File: src/rtl/column_drawer_pkg.sv
// Shared screen constants, colour type and FSM encoding for the column renderer.
package column_drawer_pkg;

    localparam int SCREEN_W = 320;
    localparam int SCREEN_H = 240;
    localparam int COL_W    = 8;

    typedef logic [COL_W-1:0] color_t;

    typedef enum logic [1:0] {
        IDLE  = 2'd0,
        SETUP = 2'd1,
        DRAW  = 2'd2,
        DONE  = 2'd3
    } state_t;

endpackage

File: src/rtl/column_span_calc.sv
// Clamps the wall height to the screen and centres the wall span vertically.
module column_span_calc #(
    parameter int SCREEN_H = 240,
    parameter int HW       = 8,
    parameter int RW       = 8
) (
    input  logic [HW-1:0] wall_h,
    output logic [RW-1:0] top,
    output logic [RW-1:0] bot
);

    localparam int CW = (HW > RW) ? HW : RW;

    logic [CW-1:0] wh_ext;
    logic [CW-1:0] limit;
    logic [CW-1:0] h_clamped;
    logic [RW-1:0] h;

    assign wh_ext    = CW'(wall_h);
    assign limit     = CW'(SCREEN_H);
    assign h_clamped = (wh_ext >= limit) ? limit : wh_ext;
    assign h         = h_clamped[RW-1:0];

    // Odd leftovers put the extra row below the wall (shift floors).
    assign top = (RW'(SCREEN_H) - h) >> 1;
    assign bot = top + h;

endmodule

File: src/rtl/column_drawer.sv
// Renders one framebuffer column (ceiling / wall / floor) per task-start pulse.
// fb_we/fb_ready is a valid/ready pair: a write transfers on a cycle where both are high, and fb_addr/fb_data hold until then.
module column_drawer
    import column_drawer_pkg::*;
#(
    parameter int SCREEN_W = column_drawer_pkg::SCREEN_W,
    parameter int SCREEN_H = column_drawer_pkg::SCREEN_H,
    parameter int COL_W    = column_drawer_pkg::COL_W,
    parameter int ADDR_W   = 17,
    parameter int XW       = 9,
    parameter int HW       = 8
) (
    input  logic              clk,
    input  logic              rst_n,
    input  logic              task_start,
    output logic              task_done,
    output logic              busy,
    input  logic [XW-1:0]     col_x,
    input  logic [HW-1:0]     wall_h,
    input  logic [COL_W-1:0]  wall_color,
    input  logic [COL_W-1:0]  ceil_color,
    input  logic [COL_W-1:0]  floor_color,
    output logic [ADDR_W-1:0] fb_addr,
    output logic [COL_W-1:0]  fb_data,
    output logic              fb_we,
    input  logic              fb_ready,
    output state_t            fsm_state
);

    localparam int RW = $clog2(SCREEN_H + 1);

    state_t state, state_nx;

    logic [XW-1:0]     col_x_q;
    logic [HW-1:0]     wall_h_q;
    logic [COL_W-1:0]  wall_q, ceil_q, floor_q;
    logic [RW-1:0]     top_c, bot_c;
    logic [RW-1:0]     top_q, bot_q, row_q;
    logic [ADDR_W-1:0] addr_q;
    logic              start_ok, fire, last_row, col_bad;

    column_span_calc #(
        .SCREEN_H (SCREEN_H),
        .HW       (HW),
        .RW       (RW)
    ) u_span (
        .wall_h (wall_h_q),
        .top    (top_c),
        .bot    (bot_c)
    );

    assign start_ok = (state == IDLE) && task_start;
    assign fire     = (state == DRAW) && fb_ready;
    assign last_row = (row_q == RW'(SCREEN_H - 1));
    assign col_bad  = (int'(col_x_q) >= SCREEN_W);

    always_ff @(posedge clk or negedge rst_n) begin
        if (!rst_n) begin
            state <= IDLE;
        end else begin
            state <= state_nx;
        end
    end

    always_comb begin
        state_nx  = state;
        busy      = 1'b0;
        task_done = 1'b0;
        fb_we     = 1'b0;
        fb_data   = '0;
        unique case (state)
            IDLE: begin
                if (task_start) state_nx = SETUP;
            end
            SETUP: begin
                busy     = 1'b1;
                state_nx = col_bad ? DONE : DRAW;
            end
            DRAW: begin
                busy  = 1'b1;
                fb_we = 1'b1;
                if (row_q < top_q)      fb_data = ceil_q;
                else if (row_q < bot_q) fb_data = wall_q;
                else                    fb_data = floor_q;
                if (fb_ready && last_row) state_nx = DONE;
            end
            DONE: begin
                busy      = 1'b1;
                task_done = 1'b1;
                state_nx  = IDLE;
            end
            default: state_nx = IDLE;
        endcase
    end

    // Address steps by the row stride; the last row leaves it on the final pixel.
    always_ff @(posedge clk or negedge rst_n) begin
        if (!rst_n) begin
            col_x_q  <= '0;
            wall_h_q <= '0;
            wall_q   <= '0;
            ceil_q   <= '0;
            floor_q  <= '0;
            top_q    <= '0;
            bot_q    <= '0;
            row_q    <= '0;
            addr_q   <= '0;
        end else begin
            if (start_ok) begin
                col_x_q  <= col_x;
                wall_h_q <= wall_h;
                wall_q   <= wall_color;
                ceil_q   <= ceil_color;
                floor_q  <= floor_color;
            end
            if (state == SETUP) begin
                top_q  <= top_c;
                bot_q  <= bot_c;
                row_q  <= '0;
                addr_q <= ADDR_W'(col_x_q);
            end
            if (fire && !last_row) begin
                row_q  <= row_q + RW'(1);
                addr_q <= addr_q + ADDR_W'(SCREEN_W);
            end
        end
    end

    assign fb_addr   = addr_q;
    assign fsm_state = state;

endmodule

File: config.mk
export PLATFORM = sky130hd
export DESIGN_NAME = column_drawer
export DESIGN_NICKNAME = d
export VERILOG_FILES = /design/src/rtl/column_drawer_pkg.sv /design/src/rtl/column_span_calc.sv /design/src/rtl/column_drawer.sv
export SDC_FILE = /design/constraint.sdc
export NUM_CORES = 1
export LEC_CHECK = 0
export CORE_MARGIN = 1
export CORE_UTILIZATION = 28
export CTS_CLUSTER_DIAMETER = 50
export CTS_CLUSTER_SIZE = 25
export DETAILED_ROUTE_END_ITERATION = 6
export PLACE_DENSITY = 0.5
export SETUP_SLACK_MARGIN = 0.4
export SLEW_MARGIN = 20
export SYNTH_ARGS = -nofsm -noshare
export SYNTH_HDL_FRONTEND = slang
export SYNTH_SLANG_ARGS = --single-unit
File: constraint.sdc
create_clock -name clk -period 3.51 [get_ports clk]
set_clock_uncertainty 0.1 [all_clocks]
set_input_delay 0.5265 -clock clk [delete_from_list [all_inputs] [get_ports clk]]
set_output_delay 0.5265 -clock clk [all_outputs]
set_load 0.03 [all_outputs]
==> results of run 1 <==
-- stage by stage --
stage | hold slack, ps | std cells | cell area [um^2] | util (%) | setup slack, ps
floorplan | 131 | 438 | 4480 | - | 730
global route | 215 | 724 | 5710 | 37.0 | 371
detailed placement | 390 | 710 | 5440 | 35.3 | 379
global placement | 378 | 710 | 5440 | 35.3 | 446
CTS | 324 | 724 | 5710 | 37.0 | 350
finish | 118 | 724 | 5710 | 37.0 | 540
-- layout by cell type (no fill, tap or decap), types with 2 or more instances in the layout --
cell type,instances
a211oi_1,3
dfrtp_2,4
and2_1,6
a21boi_1,2
mux2i_1,3
o2111ai_2,2
dfrtp_1,79
o21ai_1,46
a21oi_1,8
buf_4,15
nor2_1,19
nand2_1,35
o21ai_0,21
nand2b_1,3
clkdlybuf4s50_1,65
buf_2,3
xnor2_1,5
inv_1,25
o211ai_1,7
nand4_1,3
nor2b_1,5
nand3b_1,11
a211o_1,2
mux2_2,44
nand3_1,15
clkbuf_8,2
a21o_1,3
ha_1,27
and4_1,2
a31oi_1,10
or3_1,3
xor2_1,4
a31o_1,2
and3_1,3
o31ai_1,2
clkbuf_16,9
-- flip-flops by register name, summed over array words and instances (netlist names) --
name / flops
bot_q: 8
ceil_q: 8
col_x_q: 9
fb_addr: 17
floor_q: 8
fsm_state: 2
row_q: 8
top_q: 7
wall_h_q: 8
wall_q: 8
-- layer usage --
layer | share of wire, % | wire [um] | track usage, %
met5 | 0 | 0 | 0
met4 | 1.4 | 143 | 4.43
met3 | 5.4 | 558 | 4.62
met2 | 48 | 4900 | 22.4
met1 | 46 | 4680 | 16.5
-- cell families (layout without fill, tap and decap cells) --
logic type / after synthesis / in the layout / share of synthesized area, %
buffers and inverters: 48 / 123 / 4.47
AOI/OAI and AO/OA: 112 / 112 / 15.0
DFF: 83 / 83 / 46.4
muxes: 47 / 47 / 11.7
adders and majority gates: 27 / 27 / 7.54
and+or+nand+nor: 112 / 112 / 13.1
xor gates and xnor gates: 9 / 9 / 1.76
-- cells in the mapped netlist (2+ instances only) --
cell type / count
a211o_1: 2
a211oi_1: 3
a21boi_1: 2
a21o_1: 3
a21oi_1: 8
a31o_1: 2
a31oi_1: 10
and2_1: 6
and3_1: 3
and4_1: 2
buf_1: 5
buf_2: 4
buf_6: 2
clkbuf_1: 12
dfrtp_1: 83
ha_1: 27
inv_1: 25
mux2_2: 44
mux2i_1: 3
nand2_1: 36
nand2b_1: 3
nand3_1: 15
nand3b_1: 11
nand4_1: 3
nor2_1: 19
nor2b_1: 5
o2111ai_2: 2
o211ai_1: 7
o21ai_0: 21
o21ai_1: 46
o31ai_1: 2
or3_1: 3
xnor2_1: 5
xor2_1: 4
-- power breakdown --
group | switching, mW | internal (mW) | leakage (nW)
registers | 0.0599 | 0.998 | 1.09
logic | 0.168 | 0.150 | 1.39
clock network | 0.365 | 0.509 | 0.131
total | 0.592 | 1.66 | 2.61
-- critical path, delay by kind of cell, from the launching register on --
kind            cells  cell delay (ps)
simple gates        2              270
flops               1              470
fa+ha+maj           1              330
compound gates      3              510
buf+inv             2              430
-- area by class of cell --
type	count	area (um^2)
Fill cell	1544	9720
Multi-Input combinational cell	307	2210
Sequential cell	83	2080
Timing Repair Buffer	84	790
Tap cell	211	264
Clock buffer	12	256
Inverter	25	93.8
Clock inverter	2	12.5
-- final timing paths --
kind	start	to	slack [ps]	cells after the start
worst max-delay path	row_q[5]$_DFFE_PN0P_	fb_data[5]	540	8
worst min-delay path	rst_n	ceil_q[1]$_DFFE_PN0P_	120	1
worst max register to register	wall_h_q[2]$_DFFE_PN0P_	bot_q[6]$_DFFE_PN0P_	610	9
worst min register to register	wall_q[3]$_DFFE_PN0P_	wall_q[3]$_DFFE_PN0P_	400	1
max in group asynchronous	rst_n	wall_h_q[4]$_DFFE_PN0P_	2620	1
min in group clk	wall_q[3]$_DFFE_PN0P_	wall_q[3]$_DFFE_PN0P_	400	1
-- repair_timing --
action                                  in CTS  in global routing
hold endpoints to repair                     0                  0
endpoints found under the setup margin       3                  7
resized for setup                           12                 11
==> metrics.txt, run 1 <==
Detailed Route WL 10300 um; Tightest Hold Check Type in2async; Mapped Avg Cell Area 10.2 um^2; peak supply drop 0.228 mV; crit path capture type primary output; crit path kind reg2out; Slew Limit Headroom 46.9%; slowest CP cell dfrtp_1; clock root cell clkbuf_16; Die H 128 um; First-pass DRT Iterations 4; die area 16500 um^2; Mapped Cells 438; RSZ-0062 raised after global routing true; power per cell area 394 nW/um^2; first-pass GRT wire length 17500 um; Final Hold Vio Count 0; status finished, final reports clean; EDFF count, synth 0; synthesized area 4480 um^2; Post-DP HPWL 7190 um; fmax 337 MHz; Seq/Total Area, Yosys 46.4%; register bit count reported by yosys 83; minimum clock period 2970 ps; period utilization 84.6%; grt total ovfl 0; max_cap viols 0; clk sink count 83; ys flop type dfrtp_1; number of vias per cell 4.76; Vias 3447; Leakage 2.61 nW; Critical Path RT 2880 ps; nature of the critical path startpoint register; Synth Net Count 510; setup tns final 0 ps; I/O Buffers 74; Antenna Cells 0; I/O pin cnt 75; later-pin clock latency in the skew report 340 ps; Crit Path Max Fanout 8; share of the synthesized area in the top cell type 46.4%; number of CTS-inserted buffers 9; CTS H-tree lvls 3; DR DRC count 0; starting density of the core 29.0%; Largest stage delay, worst path 470 ps; asr flop ratio synth 100%; Nets 582; Pins Over Slew Limit 0; Routed WL per cell 14.2 um; CP Cell Sequence ha_1 > and4_1 > o21ai_1 > o211ai_1 > buf_4 > nand3b_1 > a31oi_1 > buf_2; Final setup viols 0; Starting DRT DRC Count 144; GR Util All Layers 13.5%; CP arrival 2340 ps; largest net degree at the start of global routing 84; hold buffers post-CTS 0; CTS tree done; number of global-route vias before repair 3557; Final Power 2.25 mW; post-synthesis cell type count 44; initial antenna violation count 0; Post-CTS Setup Bufs 0; Layout Area Growth over Synthesis 27.5%; core area 15400 um^2; Chip Width 128 um; Reg clk slew, reported paths 60 ps; Synth warnings 0; Antenna Nets Post-Route 0; maximum clock path buffer count 2; # rows 45; Worst Tran Pin Value 797 ps; GPL Wtd Cong 0.756; Synth area leaders dfrtp_1 46%, mux2_2 11%, ha_1 7.5%; share of cells above drive strength 1 17.0%; area leader, netlist dfrtp_1
Note: power is estimated with default switching activity, not from simulation.
==> inputs of run 2 (changes only) <==
clock period = 2.8 ns   (was 3.51 ns; I/O delays follow)
==> metrics.txt, run 2 (synthesis gave the netlist of run 1 again) <==
period utilization 103%; clk sink count 83; max reg flops 17; worst hold slack -3.66 ps; Pins Over Slew Limit 0; Detailed Route WL 12000 um; initial antenna violation count 0; largest net degree at the start of global routing 49; starting density of the core 29.0%; clock root cell clkbuf_16; min setup slack post-route -85.8 ps; crit path capture type primary output; max_cap viols 0; Vias 3712; Worst Tran Pin Value 689 ps; Critical Path RT 2280 ps; Routed WL per cell 15.7 um; Antenna Nets Post-Route 0; Clock Power Share 39.4%; die area 16500 um^2; CP arrival 2370 ps; Starting DRT DRC Count 155; Nets 623; later-pin clock latency in the skew report 350 ps; RSZ-0062 raised after global routing true; Switch Pwr 0.798 mW; Leakage 2.86 nW; first-pass GRT wire length 19100 um; Reg clk slew, reported paths 60 ps; # rows 45; Chip Width 128 um; minimum clock period 2890 ps; Tightest Hold Check Type in2async; number of non-filler instances in the completed layout 767; power per cell area 443 nW/um^2; Final setup viols 8; GR Util All Layers 15.1%; Crit Path Max Fanout 8; crit path kind reg2out; number of vias per cell 4.84; failing checks negative hold slack, negative setup slack; Seq pwr share 45.6%; First-pass DRT Iterations 4; CTS H-tree lvls 3; Final Cell Area 6560 um^2; DR DRC count 0; peak supply drop 0.364 mV; Place WS -2.93 ps; number of CTS-inserted buffers 9; Die H 128 um; Switching Fraction 27.5%; share of cells above drive strength 1 31.5%; maximum clock path buffer count 2; commonest non-fill, non-tap cell in the layout dfrtp_1; most frequent cells in the layout 79 x dfrtp_1, 63 x clkdlybuf4s50_1, 44 x mux2_2, 42 x buf_4, 38 x o21ai_1; DP Cell Count 714; nature of the critical path startpoint register; Post-DP HPWL 7720 um; I/O Buffers 74; grt total ovfl 0; Final Hold Vio Count 2; I/O pin cnt 75; Layout Area Growth over Synthesis 46.5%; core area 15400 um^2; GPL Wtd Cong 0.785; number of global-route vias before repair 3814; CTS tree done; Slew Limit Headroom 54.0%; dpl cell area 5650 um^2; Antenna Cells 0; FF-to-FF setup slack 90 ps; status finished with violations; fmax 347 MHz; Internal Power 2.11 mW; share of total power in combinational logic 15.0%
[run 2: cell count changes in the layout (fill, tap and decap cells not counted), sizes merged]
cell / delta
inv: +1
dlygate4sd2: +2
clkdlybuf4s50: -2
buf: +40
clkbuf: +2
[run 2: final cells by class]
cell class | count | area, um^2
Fill cell | 1495 | 8870
Multi-Input combinational cell | 307 | 2640
Sequential cell | 83 | 2080
Timing Repair Buffer | 125 | 1200
Tap cell | 211 | 264
Clock buffer | 13 | 260
Inverter | 25 | 93.8
Clock inverter | 3 | 21.3
[run 2: critical path: stages, from the launching register on]
cell       delay (ps)
dfrtp_1           440
ha_4              240
a211o_1           260
o211ai_1           90
o211ai_1          160
clkbuf_16         200
buf_8             140
buf_6             120
a31oi_4           210
buf_6             160
[run 2: routing by layer]
layer / up-vias / track usage [%] / share of wire [%] / routed length, um
met1: 1833 / 17.8 / 44 / 5260
met2: 75 / 25.9 / 50 / 5990
li1: 1781 / - / - / -
met3: 23 / 4.66 / 4.1 / 498
met4: 0 / 5.40 / 2.3 / 282
met5: - / 0 / 0 / 0
[run 2: path summary, 6_finish.rpt]
check,from,cells past startpoint,to
worst max-delay path,row_q[4]$_DFFE_PN0P_,9,fb_data[7]
worst min-delay path,rst_n,1,col_x_q[4]$_DFFE_PN0P_
worst max register to register,wall_h_q[2]$_DFFE_PN0P_,9,bot_q[6]$_DFFE_PN0P_
min in group clk,col_x_q[4]$_DFFE_PN0P_,2,fb_addr[4]$_DFFE_PN0P_
worst min register to register,col_x_q[4]$_DFFE_PN0P_,2,fb_addr[4]$_DFFE_PN0P_
max in group asynchronous,rst_n,2,wall_h_q[6]$_DFFE_PN0P_
[run 2: through the flow]
stage / hold slack (ps) / setup TNS, ps / total power, mW / utilization, %
after floorplan: 24.4 / 0 / 1.54 / -
after global placement: 381 / 0 / 1.75 / 36.6
after detailed placement: 391 / -2.93 / 1.77 / 36.6
after CTS: 39.4 / -645 / 2.94 / 40.1
after global routing: 52.6 / -1420 / 3.06 / 42.5
final: -3.66 / -531 / 2.91 / 42.5
[run 2: power groups by stage]
stage,clock (mW),combinational [mW],sequential [mW]
after detailed placement,0,0.419,1.35
final,1.14,0.435,1.33
after global routing,1.24,0.484,1.34
after floorplan,0,0.141,1.40
after global placement,0,0.408,1.35
after CTS,1.19,0.428,1.33
[run 2: repair_timing]
item / in CTS / in global routing
hold endpoints to repair: 0 / 0
hold buffers: 0 / 0
resized for setup: 25 / 48
gates cloned: 0 / 0
pin swaps: 16 / 28
setup buffers: 21 / 16
setup endpoints to repair: 31 / 14
